File: src/rtl/sme_loader_if.sv
// Byte-stream ingress and matcher-facing burst signals of the string-matching loader.
interface sme_loader_if;
    logic       in_valid;
    logic       in_ready;
    logic [7:0] in_data;
    logic       in_is_pattern;
    logic       in_last;
    logic       sme_valid;
    logic [7:0] chardata;
    logic       isstring;
    logic       ispattern;
    logic [4:0] pat_id;
    logic       ovf;
    logic       nostr;

    modport master (
        output in_valid, in_data, in_is_pattern, in_last, sme_valid,
        input  in_ready, chardata, isstring, ispattern, pat_id, ovf, nostr
    );

    modport slave (
        input  in_valid, in_data, in_is_pattern, in_last, sme_valid,
        output in_ready, chardata, isstring, ispattern, pat_id, ovf, nostr
    );
endinterface

File: src/rtl/sme_loader.sv
// Buffers a whole string/pattern record, then replays it as an unbroken burst to the matcher.
// Burst starts the cycle after the final beat; in_ready is low during the burst and until the matcher's result after a pattern.
module sme_loader #(
    parameter int STR_MAX = 32,
    parameter int PAT_MAX = 8
) (
    input logic         clk,
    input logic         reset,
    sme_loader_if.slave bus
);
    localparam int AW = $clog2(STR_MAX);
    localparam int LW = AW + 1;
    localparam logic [LW-1:0] STR_LIM = LW'(STR_MAX);
    localparam logic [LW-1:0] PAT_LIM = LW'(PAT_MAX);

    typedef enum logic [1:0] {IDLE, LOAD, SEND, WAIT} state_t;

    state_t        state_q;
    logic          is_pat_q;
    logic          str_loaded_q;
    logic [LW-1:0] len_q;
    logic [LW-1:0] idx_q;
    logic [7:0]    buf_q [STR_MAX];
    logic [4:0]    pat_id_q;
    logic [7:0]    chardata_q;
    logic          isstring_q;
    logic          ispattern_q;
    logic          ovf_q;
    logic          nostr_q;
    logic          in_ready_q;

    logic          acc;
    logic [LW-1:0] limit;
    logic          wr_en;
    logic [AW-1:0] wr_idx;
    logic          done;
    logic          done_pat;
    logic [7:0]    first_byte;

    assign acc        = bus.in_valid && in_ready_q;
    assign limit      = is_pat_q ? PAT_LIM : STR_LIM;
    // The record type comes from the first beat, which in IDLE is still on the bus.
    assign done       = acc && bus.in_last && (state_q == IDLE || state_q == LOAD);
    assign done_pat   = (state_q == IDLE) ? bus.in_is_pattern : is_pat_q;
    assign first_byte = (state_q == IDLE) ? bus.in_data : buf_q[0];

    always_comb begin
        wr_en  = 1'b0;
        wr_idx = '0;
        if (acc && state_q == IDLE) begin
            wr_en = 1'b1;
        end else if (acc && state_q == LOAD && len_q < limit) begin
            wr_en  = 1'b1;
            wr_idx = len_q[AW-1:0];
        end
    end

    always_ff @(posedge clk) begin
        if (wr_en) begin
            buf_q[wr_idx] <= bus.in_data;
        end
    end

    always_ff @(posedge clk or posedge reset) begin
        if (reset) begin
            state_q      <= IDLE;
            is_pat_q     <= 1'b0;
            str_loaded_q <= 1'b0;
            len_q        <= '0;
            idx_q        <= '0;
            pat_id_q     <= '0;
            chardata_q   <= '0;
            isstring_q   <= 1'b0;
            ispattern_q  <= 1'b0;
            ovf_q        <= 1'b0;
            nostr_q      <= 1'b0;
            in_ready_q   <= 1'b0;
        end else begin
            ovf_q   <= 1'b0;
            nostr_q <= 1'b0;
            case (state_q)
                IDLE: begin
                    in_ready_q <= 1'b1;
                    if (acc) begin
                        is_pat_q <= bus.in_is_pattern;
                        len_q    <= LW'(1);
                        state_q  <= LOAD;
                    end
                end
                LOAD: begin
                    if (acc) begin
                        if (len_q < limit) begin
                            len_q <= len_q + LW'(1);
                        end else begin
                            ovf_q <= 1'b1;
                        end
                    end
                end
                SEND: begin
                    if (idx_q < len_q) begin
                        chardata_q <= buf_q[idx_q[AW-1:0]];
                        idx_q      <= idx_q + LW'(1);
                    end else begin
                        chardata_q  <= '0;
                        isstring_q  <= 1'b0;
                        ispattern_q <= 1'b0;
                        in_ready_q  <= !is_pat_q;
                        state_q     <= is_pat_q ? WAIT : IDLE;
                    end
                end
                WAIT: begin
                    if (bus.sme_valid) begin
                        pat_id_q   <= (pat_id_q == 5'd31) ? pat_id_q : pat_id_q + 5'd1;
                        in_ready_q <= 1'b1;
                        state_q    <= IDLE;
                    end
                end
                default: state_q <= IDLE;
            endcase

            if (done) begin
                if (!done_pat || str_loaded_q) begin
                    if (!done_pat) begin
                        pat_id_q     <= '0;
                        str_loaded_q <= 1'b1;
                    end
                    is_pat_q    <= done_pat;
                    state_q     <= SEND;
                    in_ready_q  <= 1'b0;
                    chardata_q  <= first_byte;
                    isstring_q  <= !done_pat;
                    ispattern_q <= done_pat;
                    idx_q       <= LW'(1);
                end else begin
                    nostr_q    <= 1'b1;
                    len_q      <= '0;
                    in_ready_q <= 1'b1;
                    state_q    <= IDLE;
                end
            end
        end
    end

    assign bus.in_ready  = in_ready_q;
    assign bus.chardata  = chardata_q;
    assign bus.isstring  = isstring_q;
    assign bus.ispattern = ispattern_q;
    assign bus.pat_id    = pat_id_q;
    assign bus.ovf       = ovf_q;
    assign bus.nostr     = nostr_q;
endmodule

File: src/flat_wrapper.sv
// flat-port wrapper written by rule: the top's interface ports become plain ports
module sme_loader_flat 
#(
    parameter int STR_MAX = 32,
    parameter int PAT_MAX = 8
)
  (clk, reset, bus_in_valid, bus_in_data, bus_in_is_pattern, bus_in_last, bus_sme_valid, bus_in_ready, bus_chardata, bus_isstring, bus_ispattern, bus_pat_id, bus_ovf, bus_nostr);
  sme_loader_if bus_i ();
  input logic clk;
  input logic reset;
  input wire logic [$bits(bus_i.in_valid)-1:0] bus_in_valid;
  input wire logic [$bits(bus_i.in_data)-1:0] bus_in_data;
  input wire logic [$bits(bus_i.in_is_pattern)-1:0] bus_in_is_pattern;
  input wire logic [$bits(bus_i.in_last)-1:0] bus_in_last;
  input wire logic [$bits(bus_i.sme_valid)-1:0] bus_sme_valid;
  output wire logic [$bits(bus_i.in_ready)-1:0] bus_in_ready;
  output wire logic [$bits(bus_i.chardata)-1:0] bus_chardata;
  output wire logic [$bits(bus_i.isstring)-1:0] bus_isstring;
  output wire logic [$bits(bus_i.ispattern)-1:0] bus_ispattern;
  output wire logic [$bits(bus_i.pat_id)-1:0] bus_pat_id;
  output wire logic [$bits(bus_i.ovf)-1:0] bus_ovf;
  output wire logic [$bits(bus_i.nostr)-1:0] bus_nostr;
  assign bus_i.in_valid = bus_in_valid;
  assign bus_i.in_data = bus_in_data;
  assign bus_i.in_is_pattern = bus_in_is_pattern;
  assign bus_i.in_last = bus_in_last;
  assign bus_i.sme_valid = bus_sme_valid;
  assign bus_in_ready = bus_i.in_ready;
  assign bus_chardata = bus_i.chardata;
  assign bus_isstring = bus_i.isstring;
  assign bus_ispattern = bus_i.ispattern;
  assign bus_pat_id = bus_i.pat_id;
  assign bus_ovf = bus_i.ovf;
  assign bus_nostr = bus_i.nostr;
  sme_loader #(.STR_MAX(STR_MAX), .PAT_MAX(PAT_MAX)) u_core (.clk(clk), .reset(reset), .bus(bus_i));
endmodule
File: config.mk
export PLATFORM = sky130hd
export DESIGN_NAME = sme_loader_flat
export DESIGN_NICKNAME = d
export VERILOG_FILES = /design/src/rtl/sme_loader_if.sv /design/src/rtl/sme_loader.sv /design/src/flat_wrapper.sv
export SDC_FILE = /design/constraint.sdc
export NUM_CORES = 1
export LEC_CHECK = 0
export BUFFER_PORTS_ARGS = -buffer_cell sky130_fd_sc_hd__buf_4
export CORE_MARGIN = 2
export CORE_UTILIZATION = 35
export CTS_CLUSTER_DIAMETER = 200
export DETAILED_ROUTE_END_ITERATION = 16
export GPL_TIMING_DRIVEN = 0
export HOLD_SLACK_MARGIN = 0.02
export SYNTH_ARGS = -nofsm -noshare
export SYNTH_HDL_FRONTEND = slang
export SYNTH_SLANG_ARGS = --single-unit
File: constraint.sdc
create_clock -name clk -period 2.8 [get_ports clk]
set_input_delay 0.84 -clock clk [delete_from_list [all_inputs] [get_ports clk]]
set_output_delay 0.84 -clock clk [all_outputs]
set_load 0.005 [all_outputs]
* Word level (Yosys, flattened, before mapping)
Memories as Yosys holds them, arrays and structs flattened.
Cells that the tools add are included.
** Cells by class
- Eq/ne operators :: 7
- Multiplexer cells :: 57
- Add/sub/neg operators :: 3
- Bitwise operators :: 1
- $lt $le $gt $ge :: 2
- Reduce and logical (&&, ||, !) cells :: 15
** Operators by type and width (number)
- $mux W6 :: 10
- $mux W5 :: 8
- $mux W8 :: 5
- $mux W1 :: 25
- $add A6 B1 Y6 const B :: 2
- $lt A6 B6 Y1 :: 2
- $mux W2 :: 6
- $pmux W6 S2 :: 1
- $logic_and A1 B1 Y1 :: 6
- $ne A3 B2 Y1 const B :: 2
- $pmux W2 S3 :: 1
- $reduce_and A3 Y1 :: 2
- $add A5 B1 Y5 const B :: 1
- $eq A5 B5 Y1 const B :: 1
- $eq A2 B2 Y1 const B :: 2
- $reduce_and A4 Y1 :: 1
- $reduce_bool A4 Y1 :: 1
- $ne A3 B1 Y1 const B :: 1
- $pmux W1 S3 :: 1
- $eq A2 B1 Y1 const B :: 1
- $logic_not A1 Y1 :: 2
- $logic_not A2 Y1 :: 1
- $logic_or A1 B1 Y1 :: 2
- $not A1 Y1 :: 1
** Word-level totals
- Word-level logic and storage cells :: 98
- Register bits after elaboration :: 34
- RAM bits :: 256
- Bits of input ports :: 14
- Memories :: 1
** Memory list
- u_core.buf_q :: words 32, width 8, rd ports 2, clocked after Yosys merged registers in 0, wr ports 1, line sme_loader.sv:23 : logic [7:0] buf_q [STR_MAX];

* Depth between registers and ports, before layout
Gate-level depths: netlist (run 1).
- Depth in word-level cells :: 7
- Mapped depth :: 9

* Worst setup path after synthesis (run 1)
Ideal clock, no wire load.
- Kind :: input to register
- Start point :: input bus_in_valid
- End point :: memory u_core.buf_q[17][0], enable pin
- Setup time :: 0.383 ns
- Path slack :: 0.075 ns
- Data required time :: 2.417 ns
- Cell stages on the path :: 7
- Arrival time :: 2.341 ns
- Path buffers :: 2
- Cells stage by stage :: nand2_1 -> nor2_1 -> and3_1 -> buf_4 -> buf_6 -> nand3_1 -> nor3_1
** Between the ends
- Word-level cells in the longest chain between the ends :: 7
- Elaborated cells between the ends (all ways) :: 10
** Ends and longest elaborated chain
- from (decl) :: line flat_wrapper.sv:11 : input wire logic [$bits(bus_i.in_valid)-1:0] bus_in_valid;
- $logic_and A1 B1 Y1 * :: line sme_loader.sv:40 : assign acc = bus.in_valid && in_ready_q;
- $logic_and A1 B1 Y1 (2 in a row) :: line sme_loader.sv:52 : end else if (acc && state_q == LOAD && len_q < limit) begin
- $mux W1 :: line sme_loader.sv:52
- $mux W1 :: line sme_loader.sv:50 : if (acc && state_q == IDLE) begin
- $mux W1 :: line sme_loader.sv:59 : if (wr_en) begin
- $mux W1 (not written as such) :: line sme_loader.sv:60 : buf_q[wr_idx] <= bus.in_data;
- to (decl) :: line sme_loader.sv:23
Every way passes the cells marked *; elsewhere a longest branch is shown, timed or not.

* Worst setup path after layout (run 1)
- Start point :: register u_core.len_q[4]
- End point :: memory u_core.buf_q[3][3], enable pin
** Between the ends
- Word-level cells in the longest chain between the ends :: 6
- Elaborated cells between the ends (all ways) :: 8
** Ends and longest elaborated chain
- from (decl) :: line sme_loader.sv:21 : logic [LW-1:0] len_q;
- from (signal assigned) :: line sme_loader.sv:93 : len_q <= len_q + LW'(1);
- $lt A6 B6 Y1 :: line sme_loader.sv:52
- $logic_and A1 B1 Y1 :: line sme_loader.sv:52
- $mux W1 :: line sme_loader.sv:52
- $mux W1 :: line sme_loader.sv:50
- $mux W1 :: line sme_loader.sv:59
- $mux W1 (not written as such) :: line sme_loader.sv:60
Parallel ways exist; a longest one is shown, timed or not.

==> results of run 1 <==
==> kinds of logic after synthesis <==
kind of cell	Yosys count	share of synthesized area, %
adder cells (fa/ha/maj)	9	0.928
multiplexers	110	13.7
AND/OR/NAND/NOR	172	7.08
AO/OA/AOI/OAI	89	5.05
buffers and inverters	52	2.45
XOR/XNOR	6	0.433
flip-flops	290	70.3
==> worst max-delay path: stages, from the launching register on <==
cell	delay (ps)
dfrtp_1	440
or3b_4	430
a21oi_4	240
and3_1	190
buf_4	160
nand4_2	390
nor2_2	620
==> synthesized netlist by cell type (12+ instances only) <==
cell type | instances | area (µm²)
o21ai_0 | 19 | 95.1
edfxtp_1 | 256 | 7690
buf_2 | 14 | 70.1
clkbuf_1 | 12 | 45.0
dfrtp_1 | 34 | 851
nand3_1 | 32 | 160
nand4_1 | 13 | 81.3
nand2_1 | 35 | 131
mux4_2 | 37 | 833
mux2i_1 | 64 | 641
nor2_1 | 51 | 191
a21oi_1 | 14 | 70.1
a22oi_1 | 25 | 188
==> repair_timing <==
action                                  in CTS  in global routing
resized for setup                           24                 14
pin swaps                                    0                  1
endpoints found under the setup margin     199                146
==> flip-flops by register name, indices dropped and copies added (netlist names) <==
name,flops
u_core.bus.nostr,1
u_core.state_q,2
u_core.buf_q,256
u_core.bus.ispattern,1
u_core.str_loaded_q,1
u_core.len_q,6
u_core.bus.ovf,1
u_core.bus.in_ready,1
u_core.bus.isstring,1
u_core.bus.pat_id,5
u_core.idx_q,6
u_core.is_pat_q,1
u_core.bus.chardata,8
==> final timing paths <==
check | startpoint | slack [ps] | end
worst max-delay path | u_core.len_q[4] | -50 | u_core.buf_q[3][3]
worst min-delay path | reset | 450 | u_core.is_pat_q
worst max register to register | u_core.len_q[4] | -50 | u_core.buf_q[3][3]
worst min register to register | u_core.bus.isstring | 530 | u_core.bus.isstring
max in group asynchronous | reset | 1840 | u_core.bus.chardata[3]
min in group clk | u_core.bus.isstring | 530 | u_core.bus.isstring
==> final cells by class <==
class / count / area [µm²]
inverter: 9 / 33.8
timing repair buffer: 31 / 233
tap: 455 / 569
fill: 3099 / 20200
multi-input combinational: 386 / 3430
buffer: 43 / 264
clock buffer: 33 / 783
clock inverter: 23 / 327
sequential: 290 / 8540
==> routing by layer <==
layer | global-route usage, % | wire length [µm] | up-vias
met1 | 22.9 | 12900 | 3455
met3 | 2.61 | 1670 | 39
li1 | - | - | 3016
met2 | 25.1 | 13300 | 200
met4 | 3.70 | 507 | 0
met5 | 0 | 0 | -
==> power groups by stage <==
stage	Clock [µW]	Sequential (µW)	Combinational [µW]
detailed placement	0	5220	3130
CTS	4490	5130	3160
global placement	0	5220	3100
floorplan	0	5170	2160
finish	4430	5140	3210
global route	4650	5160	3470
==> per-stage QoR <==
step / hold slack, ps / setup WS, ps / util (%) / TNS, ps / total power, µW
floorplan: 495 / 75.2 / - / 0 / 7330
global placement: 508 / -651 / 37.6 / -94430 / 8310
detailed placement: 513 / -645 / 37.6 / -98860 / 8350
CTS: 461 / -152 / 41.1 / -4430 / 12800
global route: 500 / -148 / 41.3 / -7040 / 13300
finish: 453 / -49.9 / 41.3 / -800 / 12800
==> summary.txt, run 1 <==
Cells and area
  – Area growth from synthesis to layout: 16.8%
  – Most frequent cells in the layout: edfxtp_1, mux2i_1, buf_4
  – Most common cell after layout, fill and taps aside: edfxtp_1
  – Share of cells above drive strength 1: between 20% and 30%
  – Fin nets: 814
  – Ant diodes: 0
  – Final instance area: 14200 µm²
  – Non-Filler Instances: 1270

STA
  – Setup violators final: 27
  – Fraction of the cycle the final worst path needs: 102%
  – Max Freq: 351 MHz
  – Fin crit period: 2850 ps
  – Worst relative slew slack: approximately two fifths
  – Setup Skew: 10.0 ps
  – Max Slew Vio Count: 0
  – RSZ-0062 raised after global routing: true
  – Worst slew pin tran: slightly above 900 ps
  – Final Hold Vio Count: 0
  – Worst setup margin: -49.9 ps

Placement
  – HPWL Detailed: roughly 18 mm
  – Placement-stage cell area: 12900 µm²
  – I/O Buffers: 31
  – GPL Wtd Cong: around 0.85
  – Inst Count DP: 1214

Clock tree
  – Root Driver: clkbuf_16
  – CTS Buffer Depth: 3
  – TritonCTS Sinks: 290
  – Later-pin clock latency in the skew report: 550 ps
  – Setup bufs post-CTS: 0
  – Reg clk slew, reported paths: 60 ps
  – H-tree Lvls: 1
  – CTS buffer count: 30
  – CTS tree: yes
  – Hold_buf cts: 0

Floorplanning
  – Core area: around 34000 µm²
  – Std cell rows: 68
  – Die Width: 190 µm
  – Height of the die: 190 µm
  – Initial core utilization: 35.3%
  – Die Area: 36200 µm²
  – Num ports: 32

Global route
  – Largest net degree at the start of global routing: 35
  – Number of global-route vias before repair: 6814
  – Total gr overflow: 0
  – GRT Resource Usage Total: 15.8%
  – First-pass GRT wire length: 42.8 mm
  – Initial antenna violation count: 0

Status
  – Run status: finished, violations left
  – Failing checks: setup timing

Logic synthesis
  – Synth warn: 0
  – Ys flop type: edfxtp_1
  – Mapped Area: 12100 µm²
  – Seq cells post-synth: between 200 and 300
  – Syn Nets: 751
  – Mapped Cells: ~730
  – Async S/R FF share, synth: between 10% and 20%
  – Mean Syn Cell Area: 16.7 µm²
  – Register area share after synthesis: between 70% and 80%
  – Synth cell types: 55
  – EDFF count, synth: 256

Power
  – Clock network fraction of total power: 34.7%
  – Internal cell power: 9030 µW
  – Combinational Power Share: 25.1%
  – Pwr Density: 901 nW/µm²
  – IR drop worst, VDD: 0.000447 V
  – Switching power share of the total: 29.3%
  – Reg power frac: between 40% and 50%
  – NetSw: 3750 µW
  – Static Leak: 0.00464 µW

Route
  – Average wire per standard cell: 22.3 µm
  – DR vias: between 6k and 7k
  – DRC viols: 0
  – Avg Vias per Cell: 5.28
  – Pre-antenna DRT Iters: 5
  – Routed Antenna Nets: 0
  – Detailed Route Iter0 Violations: between 500 and 600
  – Drt total wl: 28.4 mm

Flow run
  – Max-Cap Viols: 0

Setup path
  – Crit path kind: reg -> reg
  – Crit Path Max Fanout: 8
  – Worst r2r path cells: 6
  – Critical Path AT: 3030 ps
  – WP data required: 2980 ps
  – Crit. End Element: register
  – Critical path launch point type: register

Worst hold path
  – Min-delay worst type: in -> async
Note: power is estimated with default switching activity, not from simulation.
==> run 2, diff against run 1 <==
--- a/config.mk
+++ b/config.mk
@@ -10,7 +10,7 @@
 export CORE_UTILIZATION = 35
 export CTS_CLUSTER_DIAMETER = 200
 export DETAILED_ROUTE_END_ITERATION = 16
-export GPL_TIMING_DRIVEN = 0
+export GPL_TIMING_DRIVEN = 1
 export HOLD_SLACK_MARGIN = 0.02
 export SYNTH_ARGS = -nofsm -noshare
 export SYNTH_HDL_FRONTEND = slang
==> summary.txt, run 2 (synthesized netlist as in run 1, its figures left out) <==
Floorplanning
  – Std cell rows: 68 (unchanged)
  – Die Area: 36200 µm² (unchanged)
  – Num ports: 32 (unchanged)
  – Core area: 34400 µm² (unchanged)
  – Height of the die: 190 µm (unchanged)
  – Die Width: 190 µm (unchanged)
  – Initial core utilization: 35.3% (unchanged)

Route
  – Pre-antenna DRT Iters: 5 (unchanged)
  – Routed Antenna Nets: 0 (unchanged)
  – DRC viols: 0 (unchanged)
  – Avg Vias per Cell: 5.24 (-0.84%)
  – Drt total wl: 28.0 mm (-1.4%)
  – Average wire per standard cell: 21.6 µm (-3.4%)
  – Detailed Route Iter0 Violations: 688 (+19%)
  – DR vias: 6790 (+1.2%)

Setup path
  – WP data required: 3060 ps (+80 ps)
  – Reg-to-Reg Start: u_core.is_pat_q
  – CP delay by family, top: simple AND/OR/NAND/NOR gates
  – Critical Path AT: 2790 ps (-240 ps)
  – Slowest CP cell: or3_1
  – FF-to-FF setup slack: 260 ps (+310 ps)
  – Crit Path Max Fanout: 8 (unchanged)
  – R2R Path End: u_core.buf_q[26][2]
  – Delay of the slowest cell on the worst path: 550 ps (-70 ps)
  – Crit path kind: reg -> reg
  – CP Cell Sequence: or3b_4 > a21oi_4 > buf_4 > nand3_4 > or3_1 > nor2_1 > buf_4
  – Worst r2r path cells: 7 (+1)
  – CP startpoint: u_core.is_pat_q
  – Crit. End Element: register
  – CP dominant cell by count: buf_4
  – CP endpoint: u_core.buf_q[26][2]
  – Critical path launch point type: register
  – CP Buf/Inv Count: 2 (+1)
  – Crit path depth: 7 (+1)

STA
  – Setup_tns: 0 ps (+800 ps)
  – Final Hold Vio Count: 0 (unchanged)
  – Setup Skew: 30.1 ps (+20.1 ps)
  – Fin crit period: 2540 ps (-312 ps)
  – Setup violators final: 0 (-100%)
  – Max Slew Vio Count: 0 (unchanged)
  – Max Freq: 394 MHz (+12%)
  – Hold WS: 383 ps (-70.6 ps)
  – Fraction of the cycle the final worst path needs: 90.6% (-11 points)
  – RSZ-0062 raised after global routing: false
  – Worst relative slew slack: 48.8% (+9.6 points)
  – Worst slew pin tran: 765 ps (-147 ps)

Global route
  – First-pass GRT wire length: 42.7 mm (-0.37%)
  – Initial antenna violation count: 0 (unchanged)
  – Largest net degree at the start of global routing: 35 (unchanged)
  – Total gr overflow: 0 (unchanged)
  – Number of global-route vias before repair: 6775 (-0.57%)
  – GRT Resource Usage Total: 15.6% (-0.21 points)

Power
  – Reg power frac: 42.7% (+2.5 points)
  – Internal cell power: 8830 µW (-2.2%)
  – Combinational Power Share: 24.1% (-1.0 points)
  – Pwr Density: 875 nW/µm² (-2.9%)
  – Clock network fraction of total power: 33.2% (-1.5 points)
  – Static Leak: 0.00479 µW (+3.4%)
  – IR drop worst, VDD: 0.000400 V (-11%)
  – Switching power share of the total: 29.2% (-0.13 points)
  – NetSw: 3640 µW (-2.8%)

Flow run
  – Max-Cap Viols: 0 (unchanged)

Cells and area
  – Fin nets: 839 (+3.1%)
  – Share of cells above drive strength 1: 24.1% (-0.40 points)
  – Non-Filler Instances: 1296 (+2.0%)
  – Area growth from synthesis to layout: 17.5%
  – Final core utilization: 41.5% (+0.24 points)
  – Most common cell after layout, fill and taps aside: edfxtp_1
  – Reg with most FFs: u_core.buf_q
  – Most frequent cells in the layout: edfxtp_1, buf_4, mux2i_1
  – Max reg flops: 256 (unchanged)
  – Ant diodes: 0 (unchanged)
  – Final instance area: 14300 µm² (+0.57%)
  – Number of fill cells: 3095 (-0.13%)

Clock tree
  – H-tree Lvls: 1 (unchanged)
  – CTS Buffer Depth: 3 (unchanged)
  – Root Driver: clkbuf_16
  – Hold_buf cts: 0 (unchanged)
  – Later-pin clock latency in the skew report: 570 ps (+20 ps)
  – Reg clk slew, reported paths: 60 ps (about the same)
  – CTS buffer count: 31 (+3.3%)
  – CTS tree: yes
  – TritonCTS Sinks: 290 (unchanged)

Status
  – Run status: finished clean

Placement
  – HPWL Detailed: 18.2 mm (-0.79%)
  – I/O Buffers: 31 (unchanged)
  – Placement-stage cell area: 13200 µm² (+2.1%)
  – GPL Wtd Cong: 0.828 (-3.1%)
  – Inst Count DP: 1238 (+2.0%)

Worst hold path
  – Min-delay worst type: in -> async
-- run 2: cell types whose count changed in the layout (fill, tap and decap cells not counted), moves of 3 or more --
cell	before	now
bufinv_16	8	5
nor3_4	3	0
clkbuf_1	14	5
nor3_1	3	8
dfrtp_1	34	31
nor2_2	26	1
clkinv_1	4	7
nor2_1	24	51
buf_6	5	0
buf_2	14	0
clkinvlp_4	5	1
buf_4	40	96
-- run 2: worst min path at each step --
| stage | start | endpoint | slack (ps) | cells after the start |
|---|---|---|---|---|
| after CTS | reset | u_core.bus.pat_id[4] | 370 | 3 |
| after floorplan | u_core.bus.chardata[5] | u_core.bus.chardata[5] | 490 | 2 |
| after detailed placement | u_core.bus.isstring | u_core.bus.isstring | 510 | 1 |
| after global placement | u_core.bus.isstring | u_core.bus.isstring | 510 | 1 |
| final | reset | u_core.bus.isstring | 380 | 3 |
| after global routing | reset | u_core.bus.isstring | 410 | 3 |
-- run 2: metal layers --
metal | up-vias | part of all wire, % | track usage, %
li1 | 3071 | - | -
met1 | 3491 | 47 | 22.8
met2 | 189 | 46 | 24.6
met3 | 39 | 5.0 | 2.19
met4 | 0 | 2.1 | 4.23
met5 | - | 0 | 0
-- run 2: final cells by class --
| cell class | count | area (µm²) | area share (%) |
|---|---|---|---|
| multi-input cells | 386 | 3300 | 23.2 |
| repair buffers | 98 | 761 | 5.33 |
| well taps | 455 | 569 | 3.99 |
| inverters | 9 | 33.8 | 0.237 |
| clock buffers | 36 | 795 | 5.57 |
| clock inverters | 22 | 251 | 1.76 |
| flip-flops and latches | 290 | 8550 | 59.9 |
-- run 2: power groups by stage --
| stage | clock (µW) | sequential (µW) | combinational, µW |
|---|---|---|---|
| finish | 4150 | 5330 | 3000 |
| global route | 4410 | 5360 | 3250 |
| CTS | 4240 | 5330 | 3010 |
| detailed placement | 0 | 5410 | 3000 |
| global placement | 0 | 5410 | 2970 |
| floorplan | 0 | 5170 | 2160 |
-- run 2: timing repair --
action / CTS / global route
endpoints found under the setup margin: 0 / 7
resized for setup: 0 / 1
buffers inserted: 0 / 0
-- run 2: through the flow --
| stage | power, µW | setup slack (ps) |
|---|---|---|
| after global placement | 8380 | 76.0 |
| after CTS | 12600 | 103 |
| after global routing | 13000 | 131 |
| after detailed placement | 8410 | 6.19 |
| after floorplan | 7330 | 75.2 |
| final | 12500 | 262 |
-- run 2: worst reg2reg max path, delay by kind of cell, from the launching register on --
kind | cells | cell delay [ps]
AO/OA/AOI/OAI | 1 | 160
flip-flops | 1 | 450
buffers and inverters | 2 | 350
AND/OR/NAND/NOR | 4 | 1270
==> run 3, diff against run 2 <==
--- a/config.mk
+++ b/config.mk
@@ -10,7 +10,7 @@
 export CORE_UTILIZATION = 35
 export CTS_CLUSTER_DIAMETER = 200
 export DETAILED_ROUTE_END_ITERATION = 16
-export GPL_TIMING_DRIVEN = 1
+export GPL_TIMING_DRIVEN = 0
 export HOLD_SLACK_MARGIN = 0.02
 export SYNTH_ARGS = -nofsm -noshare
 export SYNTH_HDL_FRONTEND = slang
==> constraint.sdc (replaced) <==
create_clock -name clk -period 2.8 [get_ports clk]
set_input_delay 0.84 -clock clk [delete_from_list [all_inputs] [get_ports clk]]
set_output_delay 0.84 -clock clk [all_outputs]
set_load 0.1 [all_outputs]
==> summary.txt, run 3 (synthesized netlist as in run 1, its figures left out) <==
Setup path
  – Critical Path AT: 3070 ps (+280 ps)
  – Crit. End Element: register
  – FF-to-FF setup slack: -90 ps (-350 ps)
  – WP data required: 2980 ps (-80 ps)
  – Delay of the slowest cell on the worst path: 650 ps (+100 ps)
  – CP Cell Sequence: or3b_4 > a21oi_4 > and3_1 > buf_4 > nand4_2 > nor2_2
  – Reg-to-Reg Start: u_core.len_q[4]
  – CP delay by family, top: simple AND/OR/NAND/NOR gates
  – Crit path kind: reg -> reg
  – Slowest CP cell: nor2_2
  – Critical path launch point type: register
  – CP Buf/Inv Count: 1 (-1)
  – Crit Path Max Fanout: 8 (unchanged)
  – CP startpoint: u_core.len_q[4]

Worst hold path
  – Min-delay worst type: in -> async

Floorplanning
  – Std cell rows: 68 (unchanged)
  – Die Width: 190 µm (unchanged)
  – Core area: 34400 µm² (unchanged)
  – Height of the die: 190 µm (unchanged)
  – Num ports: 32 (unchanged)
  – Die Area: 36200 µm² (unchanged)
  – Initial core utilization: 35.3% (unchanged)

Cells and area
  – Multi-input logic area: 3480 µm² (+5.3%)
  – Fin nets: 815 (-2.9%)
  – Share of cells above drive strength 1: 24.1% (about the same)
  – Most common cell after layout, fill and taps aside: edfxtp_1
  – Max reg flops: 256 (unchanged)
  – Most frequent cells in the layout: edfxtp_1, mux2i_1, buf_4
  – Reg with most FFs: u_core.buf_q
  – Area growth from synthesis to layout: 16.3%
  – Final instance area: 14100 µm² (-0.99%)
  – Number of fill cells: 3105 (+0.32%)
  – Register area: 8540 µm² (about the same)
  – Ant diodes: 0 (unchanged)

Global route
  – Largest net degree at the start of global routing: 35 (unchanged)
  – Initial antenna violation count: 0 (unchanged)
  – First-pass GRT wire length: 42.9 mm (+0.55%)
  – Number of global-route vias before repair: 6816 (+0.61%)
  – GRT Resource Usage Total: 15.9% (+0.23 points)
  – Total gr overflow: 0 (unchanged)

Power
  – Switching power share of the total: 33.5% (+4.3 points)
  – Static Leak: 0.00459 µW (-4.3%)
  – NetSw: 4380 µW (+20%)
  – Internal cell power: 8670 µW (-1.8%)
  – IR drop worst, VDD: 0.000671 V (+68%)
  – Combinational Power Share: 29.8% (+5.7 points)
  – Clock network fraction of total power: 30.8% (-2.4 points)
  – Pwr Density: 924 nW/µm² (+5.7%)
  – Reg power frac: 39.4% (-3.3 points)
  – Total power draw: 13000 µW (+4.6%)

Status
  – Failing checks: setup timing
  – Run status: finished, violations left

STA
  – Max Slew Vio Count: 0 (unchanged)
  – Final Hold Vio Count: 0 (unchanged)
  – Max Freq: 346 MHz (-12%)
  – Setup Skew: 11.3 ps (-18.8 ps)
  – Fin crit period: 2890 ps (+353 ps)
  – Worst slew pin tran: 933 ps (+168 ps)
  – Setup_tns: -1310 ps (-1310 ps)
  – RSZ-0062 raised after global routing: true
  – Setup violators final: 24 (+24)
  – Fraction of the cycle the final worst path needs: 103% (+13 points)
  – Worst setup margin: -90.8 ps (-353 ps)
  – Worst relative slew slack: 37.3% (-11 points)

Clock tree
  – CTS buffer count: 31 (unchanged)
  – CTS Buffer Depth: 3 (unchanged)
  – TritonCTS Sinks: 290 (unchanged)
  – Later-pin clock latency in the skew report: 550 ps (-20 ps)
  – Reg clk slew, reported paths: 60 ps (about the same)
  – CTS tree: yes
  – H-tree Lvls: 1 (unchanged)
  – Root Driver: clkbuf_16

Route
  – DRC viols: 0 (unchanged)
  – Routed Antenna Nets: 0 (unchanged)
  – Drt total wl: 28.5 mm (+1.9%)
  – DR vias: 6767 (-0.34%)
  – Average wire per standard cell: 22.4 µm (+3.9%)
  – Pre-antenna DRT Iters: 5 (unchanged)
  – Detailed Route Iter0 Violations: 628 (-8.7%)
  – Avg Vias per Cell: 5.32 (+1.6%)

Placement
  – I/O Buffers: 31 (unchanged)
  – Dpl ws: -774 ps (-780 ps)
  – Placement-stage cell area: 12900 µm² (-2.1%)
  – HPWL Detailed: 18.5 mm (+1.7%)
  – GPL Wtd Cong: 0.847 (+2.4%)

Flow run
  – Max-Cap Viols: 0 (unchanged)
==> run 3: cell count changes in the layout (fill, tap and decap cells not counted), moves of 3 or more <==
| cell | before | now |
|---|---|---|
| buf_4 | 96 | 40 |
| buf_6 | 0 | 5 |
| clkinvlp_4 | 1 | 4 |
| nor2_1 | 51 | 24 |
| nor2_2 | 1 | 18 |
| nor3_1 | 8 | 3 |
| nor2_4 | 1 | 11 |
| clkbuf_1 | 5 | 16 |
| nor3_4 | 0 | 4 |
| buf_2 | 0 | 14 |
==> run 3: stage by stage <==
stage                     utilization, %  std cells  hold slack (ps)
after global routing                41.1       1271              494
final                               41.1       1271              449
after detailed placement            37.7       1214              503
after floorplan                        -        728              511
after global placement              37.7       1214              506
after CTS                           40.8       1271              473
==> run 3: final cells by class <==
class / count / share of cell area (%)
clock inverter: 22 / 1.49
tap: 455 / 4.03
buffer: 43 / 1.87
sequential: 290 / 60.5
timing repair buffer: 31 / 1.65
multi-input combinational: 386 / 24.6
inverter: 9 / 0.239
clock buffer: 35 / 5.60
==> run 3: metal layers <==
metal / track usage, % / part of all wire (%) / up-vias
met4: 4.05 / 2.0 / 0
li1: - / - / 3024
met3: 2.72 / 5.7 / 42
met1: 22.2 / 44 / 3497
met5: 0 / 0 / -
met2: 25.7 / 48 / 204
==> run 3: worst paths after layout <==
| check | endpoint | depth (start not counted) |
|---|---|---|
| worst min register to register | u_core.bus.isstring | 1 |
| worst max register to register | u_core.buf_q[7][7] | 6 |
| min in group clk | u_core.bus.isstring | 1 |
| max in group asynchronous | u_core.bus.in_ready | 2 |
| worst max-delay path | u_core.buf_q[7][7] | 6 |
| worst min-delay path | u_core.bus.chardata[2] | 2 |
==> run 3: worst register-to-register path, cell delays in order, from the launching register on <==
cell and delay (ps):
dfrtp_1 440, or3b_4 430, a21oi_4 250, and3_1 210
buf_4 170, nand4_2 370, nor2_2 650
==> run 3: power groups by stage <==
stage               sequential, µW  clock (µW)  combinational [µW]
detailed placement            5230           0                3810
CTS                           5140        4080                3850
finish                        5140        4010                3890
global placement              5220           0                3770
global route                  5170        4270                4180
floorplan                     5830           0                2160
==> run 3: timing repair <==
action / CTS / global route
setup endpoints to repair: 224 / 160
hold endpoints to repair: 0 / 0
hold buffers: 0 / 0
pin swaps: 0 / 2
setup buffers: 0 / 0
cloned: 0 / 0
gates resized for setup: 27 / 21
